## src/rtl/imem_line_responder_pkg.sv

```systemverilog
// Shared types for the instruction-fetch line responder.
//   imem_resp_state_t : responder FSM states
//   IMEM_LINE_W       : line width in bits (32 bytes)
//   IMEM_OFFSET_W     : byte-offset bits inside one line
//   imem_line_t       : one full instruction line
//   line_word()       : selects 32-bit word idx from a line
package rv32i_types;

  typedef enum logic [1:0] {IDLE, REQ, FILL, RESP} imem_resp_state_t;

  localparam int unsigned IMEM_LINE_W   = 256;
  localparam int unsigned IMEM_OFFSET_W = 5;

  typedef logic [IMEM_LINE_W-1:0] imem_line_t;

  function automatic logic [31:0] line_word(input imem_line_t line, input logic [2:0] idx);
    return line[idx*32 +: 32];
  endfunction

endpackage

```

## src/rtl/imem_line_responder_fill.sv

```systemverilog
// Line assembly for the instruction line responder: beat counter plus line register.
//   clk, rst      : clock, synchronous active-high reset
//   clear_i       : restart assembly at beat 0 (burst accepted)
//   beat_valid_i  : accept beat_data_i into the slot selected by the counter
//   beat_data_i   : one burst beat
//   line_o        : assembled line (registered)
//   fill_done_o   : pulses with the beat that completes the line
module imem_line_fill
  import rv32i_types::*;
#(
  parameter int unsigned BMEM_DATA_W = 64,
  parameter int unsigned LINE_BEATS  = 4
) (
  input  logic                   clk,
  input  logic                   rst,
  input  logic                   clear_i,
  input  logic                   beat_valid_i,
  input  logic [BMEM_DATA_W-1:0] beat_data_i,
  output logic [IMEM_LINE_W-1:0] line_o,
  output logic                   fill_done_o
);

  localparam int unsigned CntW = (LINE_BEATS > 1) ? $clog2(LINE_BEATS) : 1;
  localparam logic [CntW-1:0] LastBeat = CntW'(LINE_BEATS - 1);

  logic [CntW-1:0] cnt_q, cnt_d;
  imem_line_t      line_q, line_d;

  always_comb begin
    cnt_d  = cnt_q;
    line_d = line_q;
    if (clear_i) begin
      cnt_d = '0;
    end else if (beat_valid_i) begin
      line_d[cnt_q*BMEM_DATA_W +: BMEM_DATA_W] = beat_data_i;
      // Hold on the last beat; only the next burst's clear rewinds the counter.
      if (cnt_q != LastBeat) begin
        cnt_d = cnt_q + 1'b1;
      end
    end
  end

  always_ff @(posedge clk) begin
    if (rst) begin
      cnt_q  <= '0;
      line_q <= '0;
    end else begin
      cnt_q  <= cnt_d;
      line_q <= line_d;
    end
  end

  assign line_o      = line_q;
  assign fill_done_o = beat_valid_i && !clear_i && (cnt_q == LastBeat);

endmodule

```

## src/rtl/imem_line_responder.sv

```systemverilog
// Instruction-fetch responder with a single-entry line buffer refilled from burst memory.
//   clk, rst                 : clock, synchronous active-high reset
//   imem_addr, imem_rmask    : fetch request (valid when rmask != 0), held until imem_resp
//   imem_rdata, imem_resp    : fetched word and its one-cycle response pulse
//   bmem_addr, bmem_read     : line-aligned burst request, held until bmem_ready
//   bmem_ready               : burst request accepted
//   bmem_raddr/rdata/rvalid  : returning beats, tagged with their line address
// Optional macro IMEM_PERF_CNT_EN adds saturating hit_count / miss_count outputs.
module imem_line_responder
  import rv32i_types::*;
#(
  parameter int unsigned BMEM_DATA_W = 64,
  parameter int unsigned LINE_BEATS  = 4
) (
  input  logic                   clk,
  input  logic                   rst,
  input  logic [31:0]            imem_addr,
  input  logic [3:0]             imem_rmask,
  output logic [31:0]            imem_rdata,
  output logic                   imem_resp,
  output logic [31:0]            bmem_addr,
  output logic                   bmem_read,
  input  logic                   bmem_ready,
  input  logic [31:0]            bmem_raddr,
  input  logic [BMEM_DATA_W-1:0] bmem_rdata,
  input  logic                   bmem_rvalid
`ifdef IMEM_PERF_CNT_EN
  ,
  output logic [31:0]            hit_count,
  output logic [31:0]            miss_count
`endif
);

  localparam int unsigned TagW = 32 - IMEM_OFFSET_W;

  imem_resp_state_t  state_q, state_d;
  logic              line_valid_q, line_valid_d;
  logic [TagW-1:0]   tag_q, tag_d;
  logic [2:0]        word_q, word_d;
  logic              resp_q, resp_d;
  logic [31:0]       rdata_q, rdata_d;
  logic              bmem_read_q, bmem_read_d;
  logic [31:0]       bmem_addr_q, bmem_addr_d;

  imem_line_t        line;
  imem_line_t        line_last;
  logic              req_valid, req_hit, fill_clear, beat_valid, fill_done;
  logic              unused_addr_lsb;

  assign unused_addr_lsb = ^imem_addr[1:0];

  assign req_valid  = |imem_rmask;
  assign req_hit    = line_valid_q && (tag_q == imem_addr[31:IMEM_OFFSET_W]);
  assign fill_clear = (state_q == REQ) && bmem_ready;
  // bmem_addr_q keeps the line base for the whole fill, so it doubles as the beat filter.
  assign beat_valid = (state_q == FILL) && bmem_rvalid && (bmem_raddr == bmem_addr_q);

  imem_line_fill #(
    .BMEM_DATA_W (BMEM_DATA_W),
    .LINE_BEATS  (LINE_BEATS)
  ) u_fill (
    .clk          (clk),
    .rst          (rst),
    .clear_i      (fill_clear),
    .beat_valid_i (beat_valid),
    .beat_data_i  (bmem_rdata),
    .line_o       (line),
    .fill_done_o  (fill_done)
  );

  // Line as it will look once the completing beat lands; lets RESP present the word
  // in the cycle right after the last beat.
  always_comb begin
    line_last = line;
    line_last[(LINE_BEATS-1)*BMEM_DATA_W +: BMEM_DATA_W] = bmem_rdata;
  end

  always_comb begin
    state_d      = state_q;
    line_valid_d = line_valid_q;
    tag_d        = tag_q;
    word_d       = word_q;
    resp_d       = 1'b0;
    rdata_d      = rdata_q;
    bmem_read_d  = bmem_read_q;
    bmem_addr_d  = bmem_addr_q;
    unique case (state_q)
      IDLE: begin
        if (req_valid) begin
          if (req_hit) begin
            resp_d  = 1'b1;
            rdata_d = line_word(line, imem_addr[IMEM_OFFSET_W-1:2]);
          end else begin
            word_d       = imem_addr[IMEM_OFFSET_W-1:2];
            bmem_addr_d  = {imem_addr[31:IMEM_OFFSET_W], {IMEM_OFFSET_W{1'b0}}};
            bmem_read_d  = 1'b1;
            // The refill overwrites the buffer in place, so the old line is gone.
            line_valid_d = 1'b0;
            state_d      = REQ;
          end
        end
      end
      REQ: begin
        if (bmem_ready) begin
          bmem_read_d = 1'b0;
          state_d     = FILL;
        end
      end
      FILL: begin
        if (fill_done) begin
          line_valid_d = 1'b1;
          tag_d        = bmem_addr_q[31:IMEM_OFFSET_W];
          resp_d       = 1'b1;
          rdata_d      = line_word(line_last, word_q);
          state_d      = RESP;
        end
      end
      RESP: begin
        state_d = IDLE;
      end
      default: state_d = IDLE;
    endcase
  end

  always_ff @(posedge clk) begin
    if (rst) begin
      state_q      <= IDLE;
      line_valid_q <= 1'b0;
      tag_q        <= '0;
      word_q       <= '0;
      resp_q       <= 1'b0;
      rdata_q      <= '0;
      bmem_read_q  <= 1'b0;
      bmem_addr_q  <= '0;
    end else begin
      state_q      <= state_d;
      line_valid_q <= line_valid_d;
      tag_q        <= tag_d;
      word_q       <= word_d;
      resp_q       <= resp_d;
      rdata_q      <= rdata_d;
      bmem_read_q  <= bmem_read_d;
      bmem_addr_q  <= bmem_addr_d;
    end
  end

  assign imem_resp  = resp_q;
  assign imem_rdata = rdata_q;
  assign bmem_read  = bmem_read_q;
  assign bmem_addr  = bmem_addr_q;

`ifdef IMEM_PERF_CNT_EN
  logic [31:0] hit_count_q, hit_count_d, miss_count_q, miss_count_d;

  always_comb begin
    hit_count_d  = hit_count_q;
    miss_count_d = miss_count_q;
    if ((state_q == IDLE) && req_valid) begin
      if (req_hit) begin
        if (hit_count_q != '1) hit_count_d = hit_count_q + 32'd1;
      end else begin
        if (miss_count_q != '1) miss_count_d = miss_count_q + 32'd1;
      end
    end
  end

  always_ff @(posedge clk) begin
    if (rst) begin
      hit_count_q  <= '0;
      miss_count_q <= '0;
    end else begin
      hit_count_q  <= hit_count_d;
      miss_count_q <= miss_count_d;
    end
  end

  assign hit_count  = hit_count_q;
  assign miss_count = miss_count_q;
`endif

endmodule

```

## config.mk

```make
export PLATFORM = sky130hd
export DESIGN_NAME = imem_line_responder
export DESIGN_NICKNAME = d
export VERILOG_FILES = /design/src/rtl/imem_line_responder_pkg.sv /design/src/rtl/imem_line_responder_fill.sv /design/src/rtl/imem_line_responder.sv
export SDC_FILE = /design/constraint.sdc
export NUM_CORES = 1
export LEC_CHECK = 0
export CAP_MARGIN = 20
export CORE_MARGIN = 2
export CORE_UTILIZATION = 40
export DETAILED_ROUTE_END_ITERATION = 8
export DONT_BUFFER_PORTS = 1
export PLACE_DENSITY_LB_ADDON = 0.15
export SETUP_SLACK_MARGIN = 0.4
export SYNTH_ARGS = -nofsm -noshare
export SYNTH_HDL_FRONTEND = slang
export SYNTH_HIERARCHICAL = 1
export SYNTH_SLANG_ARGS = --single-unit
```

## constraint.sdc

```tcl
create_clock -name clk -period 5.3 [get_ports clk]
set_input_delay 1.06 -clock clk [delete_from_list [all_inputs] [get_ports clk]]
set_output_delay 1.06 -clock clk [all_outputs]
set_load 0.03 [all_outputs]
```

==> results.cfg <==
[status]
outcome = finished clean

[timing]
min_period_ns = 4.05
fin_tns_setup_ns = 0
rsz0062_at_grt = no
drv_slew = 0
period_share = 0.764
worst_slew_pin_slew_ns = 1.12
skew_ns = 0.0132
timing.slew.headroom = 0.252
hold_violations = 0
max_freq_mhz = 247
setup_viol = 0

[die]
row_count = 75
core-area_um2 = 42000
num_io_pins = 202
dieHeight_um = 210
floorplan.die_area_um2 = 44300
initial_core_util = 0.405
die_x_um = 210

[synth]
yosysUniqueCellTypes = 55
syn-cell-area_um2 = 17000
synthFlopType = dfxtp_1
ys_ff_latch = 352
yosysSeqAreaShare = 0.413
async_flop_share = 0
syn_avg_cell_area_um2 = 11.1
synth_edf_count = 0
synthCells = 1529
synth.yosys.warnings = 6

[route]
via_per_inst = 6.14
wl_per_cell_um = 24.7
ant_nets = 0
wl_um = 49800
firstDrtPassIters = 5
dr_total_vias = 12400
drcViolationCount = 0
drt_iter0_drc = 836

[global_routing]
antenna_found_initial = 0
grt_use_total = 0.224
grt_pass1_wl_um = 76200
grt_max_degree = 169
grt_remaining_overflow = 0
grt_pass1_vias = 12300

[job]
maxCapViolations = 0

[clocking]
postCtsHoldBufs = 0
clkTransAtPathRegs_ns = 0.06
clk-insertion-delay-late_ns = 0.54
cts-resized-gates = 0
cts_tree = yes
cts_sinks = 352
ctsHtreeMaxLevel = 2
post_cts_buffers = 0
clk_path_buf_depth = 3
clockRootBuffer = clkbuf_16
cts_inserted_buffers = 41

[worst_hold_path]
min-delay-start = u_fill/line_o[220]
hold_depth = 2
hp-class = reg -> reg

[layout]
n_fill_cell = 3971
fin_nets = 1595
final_layout_size_suffix_gt1_frac = 0.178
fin_area_um2 = 18500
syn2layout_area_growth_pct = 8.77
num_antenna_cells = 0
regArea_um2 = 7060
multi_input_area_um2 = 9050

[pwr]
vdd_drop_max_uv = 285
p_leak_nw = 6.32
power_density_nw_per_um2 = 384

[setup_path]
endpoint_kind = register
crit_required_ns = 5.66
crit_type = reg -> reg
critPathMaxFanout = 32
max_stage_delay_ns = 0.63
reg2reg_from = bmem_addr[21]
crit_path_top_delay_cell = dfxtp_1
startpoint = bmem_addr[21]
ff2ff_path_depth = 14
worst_ep_arrival_time_ns = 4.41
path_cells = xor2_1, nor4_1, nand4_1, nor4_1, buf_4, nor2b_1, buf_4, and2_1, nor2b_1, a211oi_1, nand4b_1, o21ai_4, buf_12, o22ai_1
start_kind = register

[place]
placed_cell_area_um2 = 17200
dp_hpwl_um = 27700
portBuffers = 0
gp_congestion = 0.773
[cell type report]
cell class	instances	area share
Multi-Input combinational cell	990	0.488
Sequential cell	352	0.381
Clock buffer	62	0.0667
Tap cell	539	0.0364
Timing Repair Buffer	25	0.0153
Inverter	40	0.00810
Clock inverter	10	0.00452
[where the power goes]
group | switching, mW | internal, mW | total (mW)
sequential | 0.398 | 2.75 | 3.15
clock | 1.12 | 1.66 | 2.78
combinational | 0.679 | 0.500 | 1.18
[critical path, delay by kind of cell, from the launching register on]
kind	cells	cell delay [ns]
AOI/OAI and AO/OA	3	0.62
xor gates and xnor gates	1	0.13
buffers and inverters	3	0.66
DFF	1	0.63
and+or+nand+nor	7	1.80
[flip-flops by register name, indices dropped and copies added, names as in the netlist, 2 cells and up]
name	count
tag_q	27
u_fill/line_o	256
word_q	3
u_fill/cnt_q	2
imem_rdata	32
state_q	2
bmem_addr	27
[logic make-up after synthesis]
logic type	share of synthesized area
mux	0.228
xor+xnor	0.0283
buf+inv	0.0592
other cells	0.000220
compound gates	0.163
simple gates	0.101
flops	0.413
fa+ha+maj	0.00661
[through the flow]
stage	power, mW	hold WS [ns]	util	cells	worst slack (ns)
global placement	4.40	0.432	0.409	1945	0.895
finish	7.11	0.445	0.441	2018	1.25
CTS	7.20	0.445	0.440	2017	1.23
floorplan	4.09	0.429	-	1533	1.38
global route	7.40	0.468	0.441	2018	0.965
detailed placement	4.41	0.437	0.409	1945	0.789
[path summary, 6_finish.rpt]
check / to / slack [ns]
worst max register to register: imem_rdata[4] / 1.25
worst min register to register: u_fill/line_o[220] / 0.44
worst min-delay path: u_fill/line_o[220] / 0.44
worst max-delay path: imem_rdata[4] / 1.25
[per-layer routing]
layer	vias to the layer above	wire (um)	GRT usage
li1	5634	-	-
met1	6244	21200	0.294
met2	426	23400	0.370
met3	81	4020	0.0529
met4	0	1110	0.0627
met5	-	0	0
[synthesized netlist by cell type, drive strengths merged, types with 3 or more instances]
cell type	instances	area [um2]
xnor2	31	272
nor2	5	18.8
or4	3	26.3
nor2b	3	18.8
o211ai	31	233
a21oi	97	489
buf	76	562
xor2	24	210
mux4	128	2880
mux2	31	349
nor3	3	15.0
o22ai	32	200
mux2i	65	651
and2	3	18.8
nand3	65	325
nand2	155	582
inv	40	150
a32o	64	641
nand2b	9	56.3
ha	9	113
dfxtp	352	7050
nand4	9	56.3
a22o	128	1120
nor4	11	83.8
clkbuf	74	288
or2b	57	428
[layout by cell type, fill, tap and decap left out, types with 2 or more instances in the layout]
master     instances
nor2_1             4
xor2_1            24
dfxtp_1          349
nor4bb_1           2
dfxtp_4            2
xnor2_1           31
inv_1             39
clkbuf_16         43
mux2i_1           65
or2b_1            57
a211oi_1           2
nand3_1           65
a21oi_4            2
inv_6              2
a21oi_1           95
nand4_1            9
o22ai_1           32
nand2b_1           9
clkbuf_8           9
buf_4             18
mux2_2            31
clkbuf_1          10
clkinv_2           6
and4_2             2
a211o_1            2
or4_1              2
nand2_1          155
nor2b_1            3
ha_1               8
buf_12             6
nor3_1             3
nor4_1            10
conb_1             5
a32o_1            64
o211ai_1          31
and2_1             3
mux4_2           128
a22o_1           128
No activity file was read; power rests on OpenSTA's default activity.
